### config.mk
export PLATFORM = sky130hd
export DESIGN_NAME = bram_port_arbiter
export DESIGN_NICKNAME = d
export VERILOG_FILES = /design/src/rtl/mem_pkg.sv /design/src/rtl/bram_port_arbiter_rr_arb2.sv /design/src/rtl/bram_port_arbiter.sv
export SDC_FILE = /design/constraint.sdc
export NUM_CORES = 1
export LEC_CHECK = 0
export CAP_MARGIN = 20
export CORE_MARGIN = 2
export CORE_UTILIZATION = 31
export CTS_CLUSTER_SIZE = 8
export DETAILED_ROUTE_END_ITERATION = 8
export HOLD_SLACK_MARGIN = 0.03
export PLACE_DENSITY = 0.73
export SETUP_SLACK_MARGIN = 0.1
export SLEW_MARGIN = 20
export SYNTH_ARGS = -nofsm -noshare
export SYNTH_HDL_FRONTEND = slang
export SYNTH_SLANG_ARGS = --single-unit
export TNS_END_PERCENT = 30
### constraint.sdc
create_clock -name clk_100 -period 1.61 [get_ports clk_100]
set_input_delay 0.322 -clock clk_100 [delete_from_list [all_inputs] [get_ports clk_100]]
set_output_delay 0.322 -clock clk_100 [all_outputs]
set_load 0.02 [all_outputs]
### src/rtl/mem_pkg.sv
// -----------------------------------------------------------------------------
// mem_pkg
// Shared definitions for the data-memory port arbiter slice.
//   DEF_ADDR_W / DEF_DATA_W : default memory address and data widths
//   OWN_NONE / OWN_IO / OWN_CACHE : owner encoding used by the read tag
//   arb_state_t : arbiter FSM states (same encoding as the owner values)
// -----------------------------------------------------------------------------
package mem_pkg;

  localparam int DEF_ADDR_W = 16;
  localparam int DEF_DATA_W = 16;

  localparam logic [1:0] OWN_NONE  = 2'd0;
  localparam logic [1:0] OWN_IO    = 2'd1;
  localparam logic [1:0] OWN_CACHE = 2'd2;

  typedef enum logic [1:0] {
    ST_IDLE      = 2'd0,
    ST_OWN_IO    = 2'd1,
    ST_OWN_CACHE = 2'd2
  } arb_state_t;

endpackage

### src/rtl/bram_port_arbiter_rr_arb2.sv
// -----------------------------------------------------------------------------
// rr_arb2
// Two-way round-robin pick between the IO requester and the cache requester.
// Ports:
//   clk        : clock
//   rst        : synchronous active-high reset (pointer returns to IO)
//   req_io     : IO request
//   req_cache  : cache request
//   lock_win   : cache burst lock is active, cache wins ties, pointer frozen
//   gnt_io     : IO granted this cycle (combinational)
//   gnt_cache  : cache granted this cycle (combinational)
// -----------------------------------------------------------------------------
module rr_arb2 (
  input  logic clk,
  input  logic rst,
  input  logic req_io,
  input  logic req_cache,
  input  logic lock_win,
  output logic gnt_io,
  output logic gnt_cache
);

  // 1 = cache wins the next tie, 0 = IO wins the next tie
  logic ptr_cache;

  // A lone requester always wins; ties are settled by the lock, then the pointer.
  always_comb begin
    gnt_io    = 1'b0;
    gnt_cache = 1'b0;
    if (req_io && req_cache) begin
      if (lock_win || ptr_cache) begin
        gnt_cache = 1'b1;
      end else begin
        gnt_io = 1'b1;
      end
    end else begin
      gnt_io    = req_io;
      gnt_cache = req_cache;
    end
  end

  // The pointer moves to the other requester after every grant, except while a
  // locked cache burst is holding ownership.
  always_ff @(posedge clk) begin
    if (rst) begin
      ptr_cache <= 1'b0;
    end else if (gnt_io) begin
      ptr_cache <= 1'b1;
    end else if (gnt_cache && !lock_win) begin
      ptr_cache <= 1'b0;
    end
  end

endmodule

### src/rtl/bram_port_arbiter.sv
// -----------------------------------------------------------------------------
// bram_port_arbiter
// Shares one BRAM port between the UART io_module and the processor cache.
// Ports:
//   clk_100, rst                  : clock, synchronous active-high reset
//   io_req/we/addr/wdata          : IO access request
//   io_gnt, io_rvalid, io_rdata   : IO accept strobe and read return
//   cache_req/we/lock/addr/wdata  : cache access request (lock holds a burst)
//   cache_gnt, cache_rvalid, cache_rdata : cache accept strobe and read return
//   mem_en/we/addr/wdata, mem_rdata : BRAM port (1-cycle read latency)
//   pro_stall                     : processor stall while cache waits for grant
// -----------------------------------------------------------------------------
module bram_port_arbiter
  import mem_pkg::*;
#(
  parameter int ADDR_W    = DEF_ADDR_W,
  parameter int DATA_W    = DEF_DATA_W,
  parameter int MAX_BURST = 8
) (
  input  logic              clk_100,
  input  logic              rst,
  input  logic              io_req,
  input  logic              io_we,
  input  logic [ADDR_W-1:0] io_addr,
  input  logic [DATA_W-1:0] io_wdata,
  output logic              io_gnt,
  output logic              io_rvalid,
  output logic [DATA_W-1:0] io_rdata,
  input  logic              cache_req,
  input  logic              cache_we,
  input  logic              cache_lock,
  input  logic [ADDR_W-1:0] cache_addr,
  input  logic [DATA_W-1:0] cache_wdata,
  output logic              cache_gnt,
  output logic              cache_rvalid,
  output logic [DATA_W-1:0] cache_rdata,
  output logic              mem_en,
  output logic              mem_we,
  output logic [ADDR_W-1:0] mem_addr,
  output logic [DATA_W-1:0] mem_wdata,
  input  logic [DATA_W-1:0] mem_rdata,
  output logic              pro_stall
);

  localparam int               CNT_W       = $clog2(MAX_BURST + 1);
  localparam logic [CNT_W-1:0] BURST_LIMIT = CNT_W'(MAX_BURST);

  arb_state_t       state;
  logic [CNT_W-1:0] burst_cnt;
  logic             tag_valid;
  logic [1:0]       tag_owner;
  logic [DATA_W-1:0] io_rdata_q;
  logic [DATA_W-1:0] cache_rdata_q;
  logic             lock_win;

  // The lock only overrides ties while the cache already owns the port and
  // has not used up its burst allowance; deasserting lock acts immediately.
  assign lock_win = (state == ST_OWN_CACHE) && cache_lock && (burst_cnt < BURST_LIMIT);

  rr_arb2 u_arb (
    .clk       (clk_100),
    .rst       (rst),
    .req_io    (io_req),
    .req_cache (cache_req),
    .lock_win  (lock_win),
    .gnt_io    (io_gnt),
    .gnt_cache (cache_gnt)
  );

  // Port mux: the idle port parks on the IO address/data with enables low.
  always_comb begin
    mem_en    = io_gnt | cache_gnt;
    mem_we    = 1'b0;
    mem_addr  = io_addr;
    mem_wdata = io_wdata;
    if (cache_gnt) begin
      mem_we    = cache_we;
      mem_addr  = cache_addr;
      mem_wdata = cache_wdata;
    end else if (io_gnt) begin
      mem_we = io_we;
    end
  end

  assign pro_stall = cache_req && !cache_gnt;

  // Read returns come straight from the BRAM in the cycle after the grant.
  // Reset masks them immediately so an outstanding tag never surfaces.
  assign io_rvalid    = tag_valid && (tag_owner == OWN_IO) && !rst;
  assign cache_rvalid = tag_valid && (tag_owner == OWN_CACHE) && !rst;
  assign io_rdata     = io_rvalid ? mem_rdata : io_rdata_q;
  assign cache_rdata  = cache_rvalid ? mem_rdata : cache_rdata_q;

  // Ownership FSM, burst counter, read tag and the rdata hold registers.
  always_ff @(posedge clk_100) begin
    if (rst) begin
      state         <= ST_IDLE;
      burst_cnt     <= '0;
      tag_valid     <= 1'b0;
      tag_owner     <= OWN_NONE;
      io_rdata_q    <= '0;
      cache_rdata_q <= '0;
    end else begin
      if (io_gnt) begin
        state <= ST_OWN_IO;
      end else if (cache_gnt) begin
        state <= ST_OWN_CACHE;
      end else begin
        state <= ST_IDLE;
      end

      // Counter saturates so a long lone-cache burst still yields on the next tie.
      if (io_gnt || !cache_lock || !(io_req || cache_req)) begin
        burst_cnt <= '0;
      end else if (cache_gnt && (burst_cnt != BURST_LIMIT)) begin
        burst_cnt <= burst_cnt + CNT_W'(1);
      end

      tag_valid <= (io_gnt && !io_we) || (cache_gnt && !cache_we);
      if (io_gnt) begin
        tag_owner <= OWN_IO;
      end else if (cache_gnt) begin
        tag_owner <= OWN_CACHE;
      end else begin
        tag_owner <= OWN_NONE;
      end

      if (io_rvalid) begin
        io_rdata_q <= mem_rdata;
      end
      if (cache_rvalid) begin
        cache_rdata_q <= mem_rdata;
      end
    end
  end

endmodule

# [Word level (Yosys, flattened, before mapping)]
# Cells that the tools add are included.
[word_totals] input_bits=87 reg_bits=40 word_cells=54
[op_classes] order_cmp=1 n_eq_ne=3 muxes=14 n_reduce_logical=27 n_addsub=1 n_bitwise=1
[op_table] op="$mux 16" n=4
[op_table] op="$logic_and 1x1->1" n=12
[op_table] op="$mux 1" n=9
[op_table] op="$logic_not 1->1" n=7
[op_table] op="$logic_or 1x1->1" n=5
[op_table] op="$add 4x1->4 const B" n=1
[op_table] op="$lt 4x4->1 const B" n=1
[op_table] op="$ne 4x4->1 const B" n=1
[op_table] op="$reduce_or 2->1" n=2
[op_table] op="$eq 2x1->1 const B" n=1
[op_table] op="$eq 2x2->1 const B" n=1
[op_table] op="$mux 2" n=1
[op_table] op="$reduce_bool 2->1" n=1
[op_table] op="$or 1x1->1" n=1

# [Depth between registers and ports, before layout]
# Gate-level depths: netlist of the first run.
[depth] word_depth=9 mapped_depth=5

# [Hierarchy]
# Synthesis of the first run repeated with hierarchy kept, for this count alone.
[hier_totals] cells_unflattened=191 hier_area_um2=2130.8
[by_module_without_submodules] mod="bram_port_arbiter" area_per_inst_um2=2062.0 cells_per_inst=182 instances=1
[by_module_without_submodules] mod="rr_arb2" area_per_inst_um2=68.8 cells_per_inst=9 instances=1

# [Least setup slack after synthesis of the first run]
# Ideal clock, no wire load.
[synth_path] path_type="register -> output" from="register burst_cnt[3]" to="output port mem_addr[0]" slack_ps=-101 required_ps=1288 arrival_ps=1389 n_path_buf=1 path_stages_with_launch=5 path_cell_list="dfxtp_1 > and4bb_4 > o21ai_4 > buf_4 > mux2_2"
[synth_via] elab_chain_len=6
[synth_lines] element="from (decl)" line_no="bram_port_arbiter.sv:49" text="logic [CNT_W-1:0] burst_cnt;"
[synth_lines] element="from (signal assigned)" line_no="bram_port_arbiter.sv:116" text="burst_cnt <= burst_cnt + CNT_W'(1);"
[synth_lines] element="$lt 4x4->1" line_no="bram_port_arbiter.sv:58" text="assign lock_win = (state == ST_OWN_CACHE) && cache_lock && (burst_cnt < BURST_LIMIT);"
[synth_lines] element="$logic_and 1x1->1" line_no="bram_port_arbiter.sv:58"
[synth_lines] element="$logic_or 1x1->1" line_no="bram_port_arbiter_rr_arb2.sv:31" text="if (lock_win || ptr_cache) begin"
[synth_lines] element="$mux 1" line_no="bram_port_arbiter_rr_arb2.sv:31"
[synth_lines] element="$mux 1" line_no="bram_port_arbiter_rr_arb2.sv:30" text="if (req_io && req_cache) begin"
[synth_lines] element="$mux 16" line_no="bram_port_arbiter.sv:76" text="if (cache_gnt) begin"
[synth_lines] element="to (decl)" line_no="bram_port_arbiter.sv:39" text="output logic [ADDR_W-1:0] mem_addr,"
# Every way passes these cells.

# [Final worst setup path of the first run]
[layout_path] from="register burst_cnt[3]" to="output port mem_wdata[10]"
[layout_via] elab_chain_len=6
[layout_lines] element="$lt 4x4->1" line_no="bram_port_arbiter.sv:58"
[layout_lines] element="$logic_and 1x1->1" line_no="bram_port_arbiter.sv:58"
[layout_lines] element="$logic_or 1x1->1" line_no="bram_port_arbiter_rr_arb2.sv:31"
[layout_lines] element="$mux 1" line_no="bram_port_arbiter_rr_arb2.sv:31"
[layout_lines] element="$mux 1" line_no="bram_port_arbiter_rr_arb2.sv:30"
[layout_lines] element="$mux 16" line_no="bram_port_arbiter.sv:76"
[layout_lines] element="to (decl)" line_no="bram_port_arbiter.sv:40" text="output logic [DATA_W-1:0] mem_wdata,"
# Every way passes these cells.

==> summary.md, run 1 <==
| Metric | Value |
|---|---|
| Run status | finished with violations |
| Failing checks | negative setup slack |
| Fill cells | around 570 |
| Skew-Pair Late Insertion Delay | ~0.28 ns |
| Hold-critical path depth | 3 |
| Final Instance Count excl. Fillers | 445 |
| Reg2Reg Depth | 5 |
| Critical-path cell list | and4bb_4, o21ai_4, buf_12, clkbuf_16, mux2_4, buf_6 |
| Cells after Synth | roughly 180 |
| Root Driver | clkbuf_8 |
| Total Power | 2590 µW |
| Router iterations before antenna repair | 4 |
| Peak supply drop | about 330 µV |
| Netlist cell types | 30 |
| Clock sink total | 40 |
| Drt drc | 0 |
| RSZ-0062 raised after global routing | yes |
| CTS H-tree lvls | 2 |
| Slew Limit Fails | 0 |
| Busiest grt layer | met2 |
| Ant. Diodes | 0 |
| Clock tree buffer depth | 2 |
| CTS clk-pin slew, worst paths | ~0.08 ns |
| Clk_skew | 0.00688 ns |
| Vias in the first global route | 2089 |
| DP Cell Count | 428 |
| Grt met2 use | 28.9% |
| Worst slew margin | around 80% |
| CP required | roughly 1.3 ns |
| Yosys Warn Count | 0 |
| # nets final | 454 |
| CP Capture Type | output pin |
| First-pass GRT wire length | slightly above 10000 µm |
| Fraction of layout cells with a size suffix above 1 | between 40% and 50% |
| Worst-margin pin slew | between 0.2 and 0.3 ns |
| Post-DP Area | ~4000 µm² |
| Total wire length | approximately 7000 µm |
| Worst setup path class | flop to output pin |
| Count of final hold-check violations | 0 |
| CTS tree | yes |
| Die Width | about 90 µm |
| Met3 GRT Util | under 10% |
| HP Class | input pin to flop |
| Core Region | roughly 6800 µm² |
| LEAKAGE | a little over 0.002 µW |
| Cell Int Power | around 1900 µW |
| Max Clk Rate | approximately 480 MHz |
| P_sw | 695 µW |
| Core Rows | 30 |
| Worst hold slack | between 0.4 and 0.5 ns |
| Slowest CP cell | and4bb_4 |
| Clock share of power | about a quarter |
| Power Dens Cells | slightly below 600 nW/µm² |
| Worst setup margin | -0.474 ns |
| Area grow syn2layout | 101% |
| Gr ovfl total | 0 |
| HPWL after DPL | a little over 5000 µm |
| RR Startpoint | tag_owner[0] |
| DR vias/cell | 4.50 |
| Arrival @ worst endpoint | roughly 1.8 ns |
| Initial core utilization | between 30% and 40% |
| Die Ht | ~87 µm |
| Syn_nets | between 200 and 300 |
| Worst Path Max Fanout | 7 |
| CTS buffer count | 5 |
| M1 GR Usage | between 20% and 30% |
| Largest net degree at the start of global routing | 34 |
| Critical Path Start Type | flop |
| Worst reg-to-reg setup slack | around 0.13 ns |
| MaxCap Viol Count | 0 |
| Routed Antenna Nets | 0 |
| I/O pins | roughly 160 |
| Port Buf Inserts | between 150 and 200 |
| Gpl congestion | approximately 0.75 |
| Combinational Power Share | 36.6% |
| Switching share of power | a little over a quarter |
| Yosys reg bits | 40 |
| Total track usage | roughly 17% |
| CP top delay family | buffers and inverters |
| Min cycle time layout | around 2.1 ns |
| Final setup viols | just under 70 |
| DR WL/cell | between 15 and 20 µm |
| Fin crit share | 129% |
| R2R Path End | cache_rdata_q[6] |
| Hold_buf cts | 0 |
| Die area | 7640 µm² |
| Initial antenna violation count | 0 |
| Syn_area_per_cell | about 12 µm² |
| Initial drt markers | 42 |
| Bufs and invs on worst path | 3 |
| Sequential power share | roughly two fifths |
| WHS Endpoint | u_arb.ptr_cache |
| Min-Delay Startpoint | rst |
| Sequential area share after synthesis | 37.1% |
| Worst path max stage delay | between 0.3 and 0.4 ns |
| Final Instance Area | 4340 µm² |
| Detailed-route via count | between 2k and 2.5k |
| Syn Std Cell Area | between 2000 and 2500 µm² |
-- kinds of logic (layout without fill, tap and decap cells) --
kind of cell             after synthesis  after routing  share of synthesized area, %
XOR/XNOR                               2              2                         0.813
AND/OR/NAND/NOR                       50             50                          15.0
buffers and inverters                 16            197                          5.51
multiplexers                          65             65                          37.0
flip-flops                            40             40                          37.1
AO/OA/AOI/OAI                          9              9                          3.37
adder cells (fa/ha/maj)                2              2                          1.16
-- timing repair --
| action | 4_1_cts | 5_1_grt |
|---|---|---|
| setup buffers | 4 | 0 |
| resized for setup | 372 | 38 |
| pin swaps | 5 | 2 |
| cloned | 4 | 2 |
| endpoints found under the setup margin | 103 | 80 |
-- synth_stat cells, drive strengths merged --
library cell / instances / area, µm²
mux2i: 1 / 10.0
nor2: 6 / 22.5
dfxtp: 40 / 801
nand3: 1 / 5.00
clkbuf: 3 / 11.3
mux2: 64 / 788
a21oi: 2 / 10.0
nand3b: 2 / 15.0
and4bb: 3 / 41.3
inv: 6 / 22.5
nand2: 2 / 7.51
a211o: 1 / 8.76
and2: 33 / 214
nor3: 1 / 5.00
o22ai: 1 / 6.26
xnor2: 1 / 8.76
a22o: 2 / 17.5
ha: 2 / 25.0
xor2: 1 / 8.76
o21ai: 2 / 21.3
nand2b: 2 / 12.5
buf: 7 / 85.1
o2111ai: 1 / 8.76
-- flip-flops by register name, indices dropped and copies added, names as in the netlist --
signal	count
tag_owner	2
burst_cnt	4
tag_valid	1
io_rdata_q	16
u_arb.ptr_cache	1
cache_rdata_q	16
-- routing by layer --
metal  vias up  routed length, µm
met5         -                  0
met4         0                 32
met2        57               3570
met3         4                294
li1        993                  -
met1       948               3070
-- worst min-delay path: cells and delay by family --
kind	cells	cell delay, ns
AOI/OAI and AO/OA	1	0.03
buffers and inverters	2	0.34
-- cells in the final DEF (no fill, tap or decap), drive strengths merged, types with 2 or more instances in the layout --
cell type,synthesis,final
nand3b,2,2
nor2,6,6
a21oi,2,2
clkdlybuf4s50,0,82
dfxtp,40,40
nand2,2,2
a22o,2,2
mux2,64,64
nand2b,2,2
o21ai,2,2
clkbuf,3,7
dlygate4sd2,0,3
inv,6,6
and2,33,33
buf,7,96
and4bb,3,3
ha,2,2
-- power by group through the flow --
stage / logic (µW) / clock network (µW) / registers, µW
global placement: 838 / 0 / 1040
CTS: 882 / 649 / 1010
detailed placement: 847 / 0 / 1040
finish: 946 / 626 / 1010
global route: 991 / 699 / 1020
floorplan: 378 / 0 / 1030
-- cell type report --
type                    instances  area (µm²)  share of cell area [%]
repair buffers                184        1930                    44.5
multi-input cells             128        1400                    32.2
flip-flops and latches         40         803                    18.5
well taps                      80         100                    2.31
clock buffers                   5        68.8                    1.59
inverters                       6        27.5                   0.635
clock inverters                 2        12.5                   0.288
-- worst max path at each step --
stage                 start       endpoint  slack (ns)  cells past startpoint
6_report       burst_cnt[3]  mem_wdata[10]       -0.47                      6
5_1_grt        burst_cnt[3]   mem_addr[11]       -0.53                      6
4_1_cts        tag_owner[0]    mem_addr[7]       -0.54                      6
3_5_place_dp     cache_lock    mem_addr[7]       -1.02                      6
3_3_place_gp     cache_lock   mem_addr[15]       -1.00                      6
2_1_floorplan  tag_owner[0]   mem_addr[10]       -0.03                      4
-- stage by stage --
step	setup WS, ns	TNS (ns)	util [%]
after CTS	-0.542	-27.38	61.6
final	-0.474	-25.70	64.2
after global routing	-0.525	-29.73	64.2
after global placement	-1.00	-73.53	59.6
after detailed placement	-1.02	-74.39	59.6
after floorplan	-0.0293	-0.792	-
Note: power is estimated with default switching activity, not from simulation.
==> run 2, diff against run 1 <==
--- a/config.mk
+++ b/config.mk
@@ -5,6 +5,7 @@
 export SDC_FILE = /design/constraint.sdc
 export NUM_CORES = 1
 export LEC_CHECK = 0
+export ABC_AREA = 0
 export CAP_MARGIN = 20
 export CORE_MARGIN = 2
 export CORE_UTILIZATION = 31
==> results of run 2 <==
The final DEF is identical to that of run 1; final timing and power are the same.
==> run 3, diff against run 2 <==
--- a/config.mk
+++ b/config.mk
@@ -7,12 +7,11 @@
 export LEC_CHECK = 0
 export ABC_AREA = 0
 export CAP_MARGIN = 20
-export CORE_MARGIN = 2
-export CORE_UTILIZATION = 31
+export CORE_UTILIZATION = 35
 export CTS_CLUSTER_SIZE = 8
 export DETAILED_ROUTE_END_ITERATION = 8
 export HOLD_SLACK_MARGIN = 0.03
-export PLACE_DENSITY = 0.73
+export PLACE_DENSITY = 0.78
 export SETUP_SLACK_MARGIN = 0.1
 export SLEW_MARGIN = 20
 export SYNTH_ARGS = -nofsm -noshare
==> constraint.sdc (replaced) <==
create_clock -name clk_100 -period 2.2 [get_ports clk_100]
set_input_delay 0.44 -clock clk_100 [delete_from_list [all_inputs] [get_ports clk_100]]
set_output_delay 0.44 -clock clk_100 [all_outputs]
set_load 0.1 [all_outputs]
==> summary.md, run 3 (synthesized netlist as in run 1, its figures left out) <==
| Metric | Value |
|---|---|
| Worst slew margin | between 70% and 80% |
| Run status | finished with violations |
| Failing checks | negative setup slack |
| P_sw | 993 µW |
| Worst setup path class | flop to output pin |
| CP required | around 1.8 ns |
| CTS tree | yes |
| WL met3 | 883 µm |
| MaxCap Viol Count | 0 |
| Fill cells | 270 |
| Combinational Power Share | about half |
| Switching share of power | between 30 and 40% |
| Fin util | a little under nine tenths |
| Clock tree buffer depth | 2 |
| # nets final | 453 |
| CTS buffer count | 5 |
| Arrival @ worst endpoint | 1.84 ns |
| Setup Total Neg Slack | -2.17 ns |
| Power Dens Cells | slightly above 500 nW/µm² |
| Root Driver | clkbuf_8 |
| Cell Int Power | about 1700 µW |
| Skew-Pair Late Insertion Delay | around 0.29 ns |
| Gr ovfl total | 0 |
| Critical Path Start Type | flop |
| DR WL/cell | about 19 µm |
| Initial antenna violation count | 0 |
| Worst Path Max Fanout | 7 |
| I/O pins | 158 |
| Area grow syn2layout | 137% |
| Slew Limit Fails | 0 |
| Min cycle time layout | around 2.3 ns |
| Drt drc | 0 |
| Detailed-route via count | 2132 |
| Largest regs | cache_rdata_q (16), io_rdata_q (16), burst_cnt (4) |
| Total wire length | approximately 8400 µm |
| Commonest non-fill, non-tap cells in the layout | clkdlybuf4s50_1, buf_12, mux2_4, dfxtp_1, and2_1 |
| Die area | between 6000 and 7000 µm² |
| Sequential power share | 28.0% |
| Clock share of power | 22.0% |
| RSZ-0062 raised after global routing | yes |
| Die Ht | slightly above 80 µm |
| First-pass GRT wire length | 12500 µm |
| Clk_skew | between 0.0015 and 0.002 ns |
| WL met2 | approximately 4400 µm |
| Clock sink total | 40 |
| Largest net degree at the start of global routing | 34 |
| Port Buf Inserts | between 150 and 200 |
| HPWL after DPL | 5630 µm |
| Fin crit share | 104% |
| HP Class | flop to flop |
| Routed Antenna Nets | 0 |
| Worst-margin pin slew | 0.411 ns |
| Most common cell after layout, fill and taps aside | clkdlybuf4s50_1 |
| Router iterations before antenna repair | 5 |
| Die Width | 80.5 µm |
| Highest routed layer | met4 |
| Initial drt markers | 44 |
| Total track usage | about a quarter |
| Worst setup margin | -0.0803 ns |
| Core Rows | 28 |
| CTS H-tree lvls | 2 |
| Peak supply drop | approximately 350 µV |
| Count of final hold-check violations | 0 |
| Metal-1 WL | 2890 µm |
| CTS clk-pin slew, worst paths | 0.07 ns |
| Initial core utilization | between 30% and 40% |
| Gpl congestion | between 0.7 and 0.8 |
| Vias in the first global route | about 2.4k |
| LEAKAGE | ~0.0022 µW |
| CP Capture Type | output pin |
| Fraction of layout cells with a size suffix above 1 | 49.3% |
| Core Region | roughly 5900 µm² |
| Final setup viols | 52 |
| DR vias/cell | ~4.8 |
| Ant. Diodes | 0 |
| Max Clk Rate | between 400 and 500 MHz |
run 3: changes by cell type in the layout (fill, tap and decap cells not counted), moves of 2 or more:
cell | previous run | this run
buf_12 | 7 | 73
buf_6 | 47 | 7
buf_2 | 17 | 0
mux2_2 | 12 | 0
mux2_4 | 52 | 64
buf_4 | 21 | 12
clkbuf_16 | 2 | 0
run 3: worst max-delay path, stage by stage, from the launching register on:
cell      delay (ns)
dfxtp_2         0.34
and4bb_4        0.24
o21ai_4         0.17
buf_6           0.16
buf_16          0.14
mux2_4          0.32
buf_12          0.17
run 3: layout make-up:
| type | count | area (µm²) | area share (%) |
|---|---|---|---|
| clock buffer | 6 | 72.6 | 1.42 |
| clock inverter | 2 | 35.0 | 0.686 |
| inverter | 6 | 22.5 | 0.441 |
| multi-input combinational | 128 | 1450 | 28.3 |
| sequential | 40 | 803 | 15.7 |
| tap | 75 | 93.8 | 1.84 |
| timing repair buffer | 183 | 2630 | 51.5 |
run 3: what timing repair did:
action / 4_1_cts / 5_1_grt
setup endpoints to repair: 69 / 66
gates cloned: 5 / 0
hold buffers: 0 / 0
hold endpoints to repair: 0 / 0
setup buffers: 8 / 0
pin swaps: 3 / 1
gates resized for setup: 56 / 11
run 3: worst paths after layout:
check	from	end	slack [ns]	cells after the start
setup / recovery	tag_owner[0]	mem_addr[10]	-0.08	6
hold / removal	burst_cnt[2]	burst_cnt[2]	0.51	2
setup reg to reg	tag_owner[0]	cache_rdata_q[2]	0.62	5
hold reg to reg	burst_cnt[2]	burst_cnt[2]	0.51	2
run 3: power by group through the flow:
stage | Clock [µW] | Sequential, µW | Combinational [µW]
global route | 624 | 743 | 1360
CTS | 598 | 741 | 1310
global placement | 0 | 758 | 1200
finish | 582 | 743 | 1320
detailed placement | 0 | 758 | 1220
floorplan | 0 | 756 | 684
run 3: through the flow:
stage	hold slack, ns	cell area [µm²]	power, µW	std cells	worst slack, ns
floorplan	0.451	2190	1440	184	-0.0122
global placement	0.475	4590	1960	419	-0.282
detailed placement	0.492	4590	1970	419	-0.327
CTS	0.505	5070	2650	440	-0.0625
global route	0.543	5100	2720	440	-0.133
finish	0.514	5100	2650	440	-0.0803
run 3: routing by layer:
layer	global-route usage, %	vias up
li1	-	991
met1	27.0	1011
met2	48.7	115
met3	11.0	15
met4	8.75	0
met5	0	-
